[src/rtl/wb_deserializer_pkg.sv]
// wb_deserializer_pkg: shared constants, register map and receiver state type
package WBDeserializer;
  localparam logic [31:0] ADR_DATA   = 32'h0;
  localparam logic [31:0] ADR_STATUS = 32'h4;
  localparam int ST_VALID = 0;
  localparam int ST_FERR  = 1;
  localparam int ST_OVR   = 2;
  localparam int ST_IDX   = 3;
  localparam int SYM_W = 9;
  localparam int PKT_W = 27;
  typedef enum logic [2:0] {IDLE, START, BITS, STOP, WAITHI} rx_state_e;
endpackage

[src/rtl/wb_deserializer_symbol_rx.sv]
// symbol_rx: serial line synchronizer and framed 9-bit symbol receiver
module symbol_rx
  import WBDeserializer::*;
#(
  parameter int CLKS_PER_BIT = 16
) (
  input  logic             clk_i,
  input  logic             rst_i,
  input  logic             serial_i,
  output logic [SYM_W-1:0] sym_o,
  output logic             sym_valid_o,
  output logic             sym_err_o
);
  localparam int CW = $clog2(CLKS_PER_BIT);
  localparam logic [CW-1:0] LAST = CW'(CLKS_PER_BIT - 1);
  localparam logic [CW-1:0] HALF = CW'(CLKS_PER_BIT / 2 - 1);
  rx_state_e st_q;
  logic s1_q, s2_q;
  logic [CW-1:0] cnt_q;
  logic [3:0] nb_q;
  // synchronizer flops reset high so reset release never looks like a start edge
  always_ff @(posedge clk_i) begin
    if (rst_i) begin
      s1_q        <= 1'b1;
      s2_q        <= 1'b1;
      st_q        <= IDLE;
      cnt_q       <= '0;
      nb_q        <= '0;
      sym_o       <= '0;
      sym_valid_o <= 1'b0;
      sym_err_o   <= 1'b0;
    end else begin
      s1_q        <= serial_i;
      s2_q        <= s1_q;
      sym_valid_o <= 1'b0;
      sym_err_o   <= 1'b0;
      cnt_q       <= cnt_q + 1'b1;
      case (st_q)
        IDLE: begin
          cnt_q <= '0;
          nb_q  <= '0;
          st_q  <= s2_q ? IDLE : START;
        end
        START: if (cnt_q == HALF) begin
          cnt_q <= '0;
          st_q  <= s2_q ? IDLE : BITS;
        end
        BITS: if (cnt_q == LAST) begin
          cnt_q <= '0;
          sym_o <= {sym_o[SYM_W-2:0], s2_q};
          nb_q  <= nb_q + 4'd1;
          st_q  <= (nb_q == 4'd8) ? STOP : BITS;
        end
        STOP: if (cnt_q == LAST) begin
          cnt_q       <= '0;
          sym_valid_o <= s2_q;
          sym_err_o   <= ~s2_q;
          st_q        <= s2_q ? IDLE : WAITHI;
        end
        WAITHI: st_q <= s2_q ? IDLE : WAITHI;
        default: st_q <= IDLE;
      endcase
    end
  end
endmodule

[src/rtl/wb_deserializer.sv]
// wb_deserializer: symbol-to-packet assembler with status flags behind a Wishbone slave
module wb_deserializer
  import WBDeserializer::*;
#(
  parameter int CLKS_PER_BIT = 16
) (
  input  logic        CLK_I,
  input  logic        RST_I,
  input  logic        SERIAL_I,
  output logic        irq_o,
  input  logic        CYC_I,
  input  logic        STB_I,
  input  logic        WE_I,
  input  logic [31:0] ADR_I,
  input  logic [31:0] DAT_I,
  output logic        ACK_O,
  output logic        ERR_O,
  output logic [31:0] DAT_O
);
  logic [SYM_W-1:0] sym, slot0_q, slot0_d, slot1_q, slot1_d;
  logic sym_valid, sym_err;
  logic [1:0] idx_q, idx_d;
  logic [PKT_W-1:0] pkt_q, pkt_d;
  logic valid_q, valid_d, ferr_q, ferr_d, ovr_q, ovr_d;
  logic ack_q, ack_d, err_q, err_d;
  logic [31:0] dat_q, dat_d, status;
  logic req, hit_data, hit_stat, ok, rd_data, w1c, load;
  logic unused_dat;
  symbol_rx #(.CLKS_PER_BIT(CLKS_PER_BIT)) u_rx (
    .clk_i      (CLK_I),
    .rst_i      (RST_I),
    .serial_i   (SERIAL_I),
    .sym_o      (sym),
    .sym_valid_o(sym_valid),
    .sym_err_o  (sym_err)
  );
  assign unused_dat = ^{DAT_I[31:3], DAT_I[0]};
  // a response blocks the next request for one cycle, giving one response per strobe
  always_comb begin
    req      = CYC_I & STB_I & ~ack_q & ~err_q;
    hit_data = ADR_I == ADR_DATA;
    hit_stat = ADR_I == ADR_STATUS;
    ok       = (hit_data & ~WE_I) | hit_stat;
    rd_data  = req & hit_data & ~WE_I;
    w1c      = req & hit_stat & WE_I;
    load     = sym_valid & (idx_q == 2'd2);
    status   = {27'b0, idx_q, ovr_q, ferr_q, valid_q};
    idx_d    = sym_err ? 2'd0 : sym_valid ? (load ? 2'd0 : idx_q + 2'd1) : idx_q;
    slot0_d  = sym_err ? '0 : (sym_valid && idx_q == 2'd0) ? sym : slot0_q;
    slot1_d  = sym_err ? '0 : (sym_valid && idx_q == 2'd1) ? sym : slot1_q;
    pkt_d    = load ? {slot0_q, slot1_q, sym} : pkt_q;
    valid_d  = load | (valid_q & ~rd_data);
    ovr_d    = (load & valid_q) | (ovr_q & ~(w1c & DAT_I[ST_OVR]));
    ferr_d   = sym_err | (ferr_q & ~(w1c & DAT_I[ST_FERR]));
    ack_d    = req & ok;
    err_d    = req & ~ok;
    dat_d    = (req & ok & ~WE_I) ? (hit_data ? {{(32-PKT_W){1'b0}}, pkt_q} : status) : 32'b0;
  end
  always_ff @(posedge CLK_I) begin
    if (RST_I) begin
      idx_q   <= '0;
      slot0_q <= '0;
      slot1_q <= '0;
      pkt_q   <= '0;
      valid_q <= 1'b0;
      ferr_q  <= 1'b0;
      ovr_q   <= 1'b0;
      ack_q   <= 1'b0;
      err_q   <= 1'b0;
      dat_q   <= '0;
    end else begin
      idx_q   <= idx_d;
      slot0_q <= slot0_d;
      slot1_q <= slot1_d;
      pkt_q   <= pkt_d;
      valid_q <= valid_d;
      ferr_q  <= ferr_d;
      ovr_q   <= ovr_d;
      ack_q   <= ack_d;
      err_q   <= err_d;
      dat_q   <= dat_d;
    end
  end
  assign irq_o = valid_q;
  assign ACK_O = ack_q;
  assign ERR_O = err_q;
  assign DAT_O = dat_q;
endmodule

[config.mk]
export PLATFORM = sky130hd
export DESIGN_NAME = wb_deserializer
export DESIGN_NICKNAME = d
export VERILOG_FILES = /design/src/rtl/wb_deserializer_pkg.sv /design/src/rtl/wb_deserializer_symbol_rx.sv /design/src/rtl/wb_deserializer.sv
export SDC_FILE = /design/constraint.sdc
export NUM_CORES = 1
export LEC_CHECK = 0
export ABC_AREA = 0
export ABC_CLOCK_PERIOD_IN_PS = 1900
export BUFFER_PORTS_ARGS = -buffer_cell sky130_fd_sc_hd__buf_2
export CELL_PAD_IN_SITES_DETAIL_PLACEMENT = 1
export CELL_PAD_IN_SITES_GLOBAL_PLACEMENT = 2
export CORE_UTILIZATION = 32
export CTS_BUF_LIST = sky130_fd_sc_hd__clkbuf_8
export DETAILED_ROUTE_END_ITERATION = 10
export GPL_ROUTABILITY_DRIVEN = 0
export PLACE_DENSITY_LB_ADDON = 0.1
export SLEW_MARGIN = 30
export SYNTH_ARGS = -nofsm -noshare
export SYNTH_HDL_FRONTEND = slang
export SYNTH_SLANG_ARGS = --single-unit
[constraint.sdc]
create_clock -name CLK_I -period 1.9 [get_ports CLK_I]
set_input_delay 0.38 -clock CLK_I [delete_from_list [all_inputs] [get_ports CLK_I]]
set_output_delay 0.38 -clock CLK_I [all_outputs]
set_load 0.02 [all_outputs]
Word level (Yosys, flattened, before mapping)
Index checks and enable logic that the tools add are counted.
- add/subtract/negate cells: 3
- eq/ne operators: 13
- mux-type cells: 15
- bitwise operators: 34
- reduce and logical (&&, ||, !) cells: 14
- operators by type and width (operator ; count):
    $eq 32x3->1 const B ; 1
    $logic_not 32->1 ; 1
    $and 1x1->1 ; 18
    $pmux 3 s5 ; 1
    $mux 3 ; 4
    $mux 4 ; 3
    $not 1->1 ; 12
    $pmux 4 s3 ; 1
    $add 4x1->4 const B ; 2
    $eq 4x4->1 const B ; 2
    $pmux 4 s2 ; 1
    $eq 3x2->1 const B ; 2
    $ne 2x1->1 const B ; 3
    $reduce_or 2->1 ; 3
    $reduce_or 3->1 ; 2
    $mux 5 ; 1
    $eq 4x3->1 const B ; 1
    $mux 2 ; 2
    $or 1x1->1 ; 4
    $reduce_and 2->1 ; 2
    $eq 3x1->1 const B ; 1
    $eq 3x3->1 const B ; 1
    $logic_not 3->1 ; 1
    $reduce_and 3->1 ; 1
    other kinds (7) ; 9
- register bits: 108
- output and inout bits: 35
- word-level logic and storage cells: 98

Depth between registers and ports, before layout
- depth after elaboration: 9
- depth in mapped cells: 6
- mapped depth without buffers: 5

Cells and area by module
A second synthesis with hierarchy kept.
- cells, all modules: 407
- area total of the unflattened synthesis: 3844.9 µm²
- by module, submodules not included (module ; instances ; cells an instance ; area an instance (µm²) ; seq. area each (µm²)):
    wb_deserializer ; 1 ; 289 ; 2824.0 ; 1581.5
    symbol_rx ; 1 ; 118 ; 1021.0 ; 480.5

Least setup slack after synthesis
Ideal clock, no wire load.
- path type: input port to flip-flop
- start point: in ADR_I[13]
- end point: reg valid_q (netlist: irq_o)
- library setup time: 125 ps
- arrival: 1562 ps
- data required time: 1775 ps
- path slack: 213 ps
- stages: 5
- path through: nor4_1 > nand4_1 > or2_1 > buf_6 > o41a_1
- longest elaborated chain between the ends: 6
- RTL lines (item ; line ; source):
    start: declaration ; wb_deserializer.sv:14 ; input logic [31:0] ADR_I,
    $logic_not 32->1 ; wb_deserializer.sv:41 ; hit_data = ADR_I == ADR_DATA;
    $and 1x1->1 (2 in series) ; wb_deserializer.sv:44 ; rd_data = req & hit_data & ~WE_I;
    $not 1->1 ; wb_deserializer.sv:52 ; valid_d = load | (valid_q & ~rd_data);
    $and 1x1->1 ; wb_deserializer.sv:52 ;
    $or 1x1->1 ; wb_deserializer.sv:52 ;
    end signal: assignment ; wb_deserializer.sv:76 ; valid_q <= valid_d;
    end: declaration ; wb_deserializer.sv:24 ; logic valid_q, valid_d, ferr_q, ferr_d, ovr_q, ovr_d;
Every way passes these cells.
A chain may end at the register's enable or synchronous reset.

Worst setup path in the final report
- start point: reg u_rx.cnt_q[0]
- end point: reg u_rx.nb_q[0]
- longest elaborated chain between the ends: 3
- RTL lines (item ; line ; source):
    start: declaration ; wb_deserializer_symbol_rx.sv:19 ; logic [CW-1:0] cnt_q;
    start signal: assignment ; wb_deserializer_symbol_rx.sv:37 ; cnt_q <= cnt_q + 1'b1;
    $eq 4x4->1 ; wb_deserializer_symbol_rx.sv:48 ; BITS: if (cnt_q == LAST) begin
    $ne 2x1->1 (no source line) ; - ;
    $reduce_and 2->1 (no source line) ; - ;
    end signal: assignment ; wb_deserializer_symbol_rx.sv:51 ; nb_q <= nb_q + 4'd1;
    end: declaration ; wb_deserializer_symbol_rx.sv:20 ; logic [3:0] nb_q;
Every way passes these cells.

==> out/metrics.yaml <==
run_status:
  status: "complete, but fails checks"
  violations: "design-rule violations"
clocking:
  clockBufferDepth: 2
  cts_tree: "built"
  numCtsBuffers: 9
  cts.repair.resized: 0
  cts_sinks: 103
  postCtsSetupBuffers: 0
  clk-insertion-delay-late_ns: 0.37
  cts.clk_slew.worst_paths_ns: 0.10
  htree_levels: 3
  root_buffer: "clkbuf_8"
  hold_buffers: 0
place:
  dp_hpwl_microns: 6570
  dp_cells: 630
  placed_cell_area_sq_um: 4370
  io_buffer_count: 69
  pre_cts_ws_ns: -0.0809
route:
  wirelength_microns: 9520
  ant_nets: 0
  viasPerCell: 4.98
  routed-via-count: 3215
  drt_first_pass_iters: 7
  drc: 11
  drtIter0Drc: 122
  wl_per_cell_microns: 14.7
global_routing:
  grt_antenna_before_repair: 0
  first_global_vias: 3145
  grt_pass1_wl_microns: 15700
  gr-usage-all-layers_pct: 15.9
  grt_overflow: 0
  grt_max_degree: 45
floorplanning:
  rows: 39
  dieArea_sq_um: 12500
  die_y_microns: 112
  die_x_microns: 112
  ios: 105
  core_sq_um: 11600
  floorplan.initialDensity_pct: 33.3
sta:
  final-max-slew-violation-count: 0
  layout_setup_ws_ns: 0.241
  fmax_mhz: 603
  rsz0062_at_grt: "no"
  finalHoldViolCount: 0
  relSlewSlack_pct: 56.0
  fin_crit_ns: 1.66
  tightest_slew_ns: 0.659
  finalSetupViolations: 0
  finalClockSkew_ns: 0.00639
  fin_crit_sh_pct: 87.3
hold_path:
  hp-start: "SERIAL_I"
  hold_path_depth: 2
  min_to: "u_rx.s1_q$_SDFF_PP1_"
  worstHoldPathType: "primary input to register"
synthesis:
  synth.distinct_cells: 37
  synth_edf_count: 0
  synthFlopType: "dfxtp_1"
  avgSynthCellArea_sq_um: 8.92
  yosys.area.top_type: "dfxtp_1"
  syn_inst: 433
  ys_ff_latch: 103
  synth_common_cells: "dfxtp_1 (103), nand2_1 (76), a21oi_1 (41)"
  ys_top_cells_by_area: "dfxtp_1 (53%), nand2_1 (7.4%), nor4_1 (6.0%)"
  seq_area_frac_synth_pct: 53.4
  postSynth.asyncResetShare_pct: 0
  synth_area_sq_um: 3860
  yosys.area.top_type_share_pct: 53.4
  synth.most_common_cell: "dfxtp_1"
  ys_warn_count: 0
critical_path:
  crit_type: "register to register"
  timing.rr.start: "u_rx.cnt_q[0]$_SDFF_PP0_"
  regToRegSetupSlack_ns: 0.24
  arrival_ns: 1.97
  worst_ep_required_time_ns: 2.21
  slowest_delay_ns: 0.46
  r2r_cells: 5
  critPathMaxFanout: 4
  slowest_stage: "or3_1"
  r2r-end: "u_rx.nb_q[0]$_SDFFE_PP0P_"
  cp-start-kind: "register"
  path_cells: "ha_1, nand3_1, or3_1, mux2_1, nor2_1"
  end_kind: "register"
finish:
  drive_above_1_share_pct: 20.9
  nets: 571
  fin_area_sq_um: 4560
  diodes: 0
  area_delta_synth_final_pct: 18.0
  finalNonFillerCells: 646
power_and_ir_drop:
  power.density_nw_per_um2: 812
  p_total_mw: 3.70
  ir_drop_uv: 384
  p_leak_nw: 1.73
job:
  cap_violations: 0
## critical path, delay by kind of cell (launching register included)
| family | cells | cell delay [ns] |
|---|---|---|
| mux | 1 | 0.34 |
| flops | 1 | 0.37 |
| fa+ha+maj | 1 | 0.19 |
| simple gates | 3 | 0.71 |
## logic make-up after synthesis
family          count (synthesis)  share of synthesized area (%)
mux                            24                           6.25
compound gates                 52                           7.58
buf+inv                        40                           4.73
xor+xnor                        3                          0.680
simple gates                  207                           26.3
fa+ha+maj                       3                          0.972
other cells                     1                         0.0971
flops                         103                           53.4
## how the worst max path moves through the flow
| stage | to | slack (ns) | cells after the start | start |
|---|---|---|---|---|
| finish | u_rx.nb_q[0]$_SDFFE_PP0P_ | 0.24 | 5 | u_rx.cnt_q[0]$_SDFF_PP0_ |
| global route | u_rx.nb_q[0]$_SDFFE_PP0P_ | 0.13 | 5 | u_rx.cnt_q[0]$_SDFF_PP0_ |
| CTS | u_rx.nb_q[0]$_SDFFE_PP0P_ | 0.23 | 5 | u_rx.cnt_q[0]$_SDFF_PP0_ |
| detailed placement | DAT_O[25]$_SDFF_PP0_ | -0.08 | 6 | ADR_I[13] |
| global placement | DAT_O[25]$_SDFF_PP0_ | -0.05 | 6 | ADR_I[13] |
| floorplan | irq_o$_SDFF_PP0_ | 0.21 | 5 | ADR_I[13] |
## area by class of cell
class,instances,area [sq um]
Timing Repair Buffer,85,478
Multi-Input combinational cell,294,1630
Tap cell,143,179
Sequential cell,103,2060
Inverter,5,18.8
Clock inverter,7,65.1
Fill cell,1406,7050
Clock buffer,9,124
## layer usage
metal	share of wire, %	track usage, %	vias up
met5	0	0	-
met4	1.0	5.14	0
met3	4.7	3.76	6
met2	44	25.7	67
met1	50	20.9	1546
li1	-	-	1596
## stage by stage
stage	TNS, ns	utilization [%]	hold WS (ns)
finish	0	39.3	0.191
global route	0	39.3	0.175
CTS	0	39.3	0.170
detailed placement	-0.155	37.6	0.403
global placement	-0.0525	37.6	0.393
floorplan	0	-	0.389
## placed cells by master (no fill, tap or decap), types with 2 or more instances in the layout
cell type  netlist  routed
nand4_1          3       3
nor3_1           9       9
nand2_1         76      76
clkinv_2         0       2
nand3b_1         3       3
nor3b_1          2       2
xnor2_1          2       2
mux2i_1         23      23
or3_1            3       3
nand3_1          7       7
conb_1           1       5
buf_2            5      69
a21oi_1         41      41
nor2_1          32      32
inv_1            5       7
or2_2            5       5
ha_1             3       3
buf_4            5      15
nand2b_1        25      25
nor4_1          37      37
dfxtp_1        103     103
nor2b_1          2       2
clkbuf_8         0       9
a211oi_1         3       3
## state kept, by name (all words and copies together) (netlist names)
name              flops
DAT_O                27
pkt_q                27
slot0_q               9
slot1_q               9
u_rx.sym_o            9
u_rx.cnt_q            4
u_rx.nb_q             4
u_rx.st_q             3
idx_q                 2
ACK_O                 1
ERR_O                 1
ferr_q                1
irq_o                 1
ovr_q                 1
u_rx.s1_q             1
u_rx.s2_q             1
u_rx.sym_err_o        1
u_rx.sym_valid_o      1
## report_power, final
part / total (mW) / switching [mW] / leakage [nW] / internal (mW)
clock: 1.36 / 0.756 / 0.106 / 0.603
combinational: 0.169 / 0.102 / 0.790 / 0.0670
sequential: 2.17 / 0.00950 / 0.830 / 2.16
(Power assumes the default switching activity.)
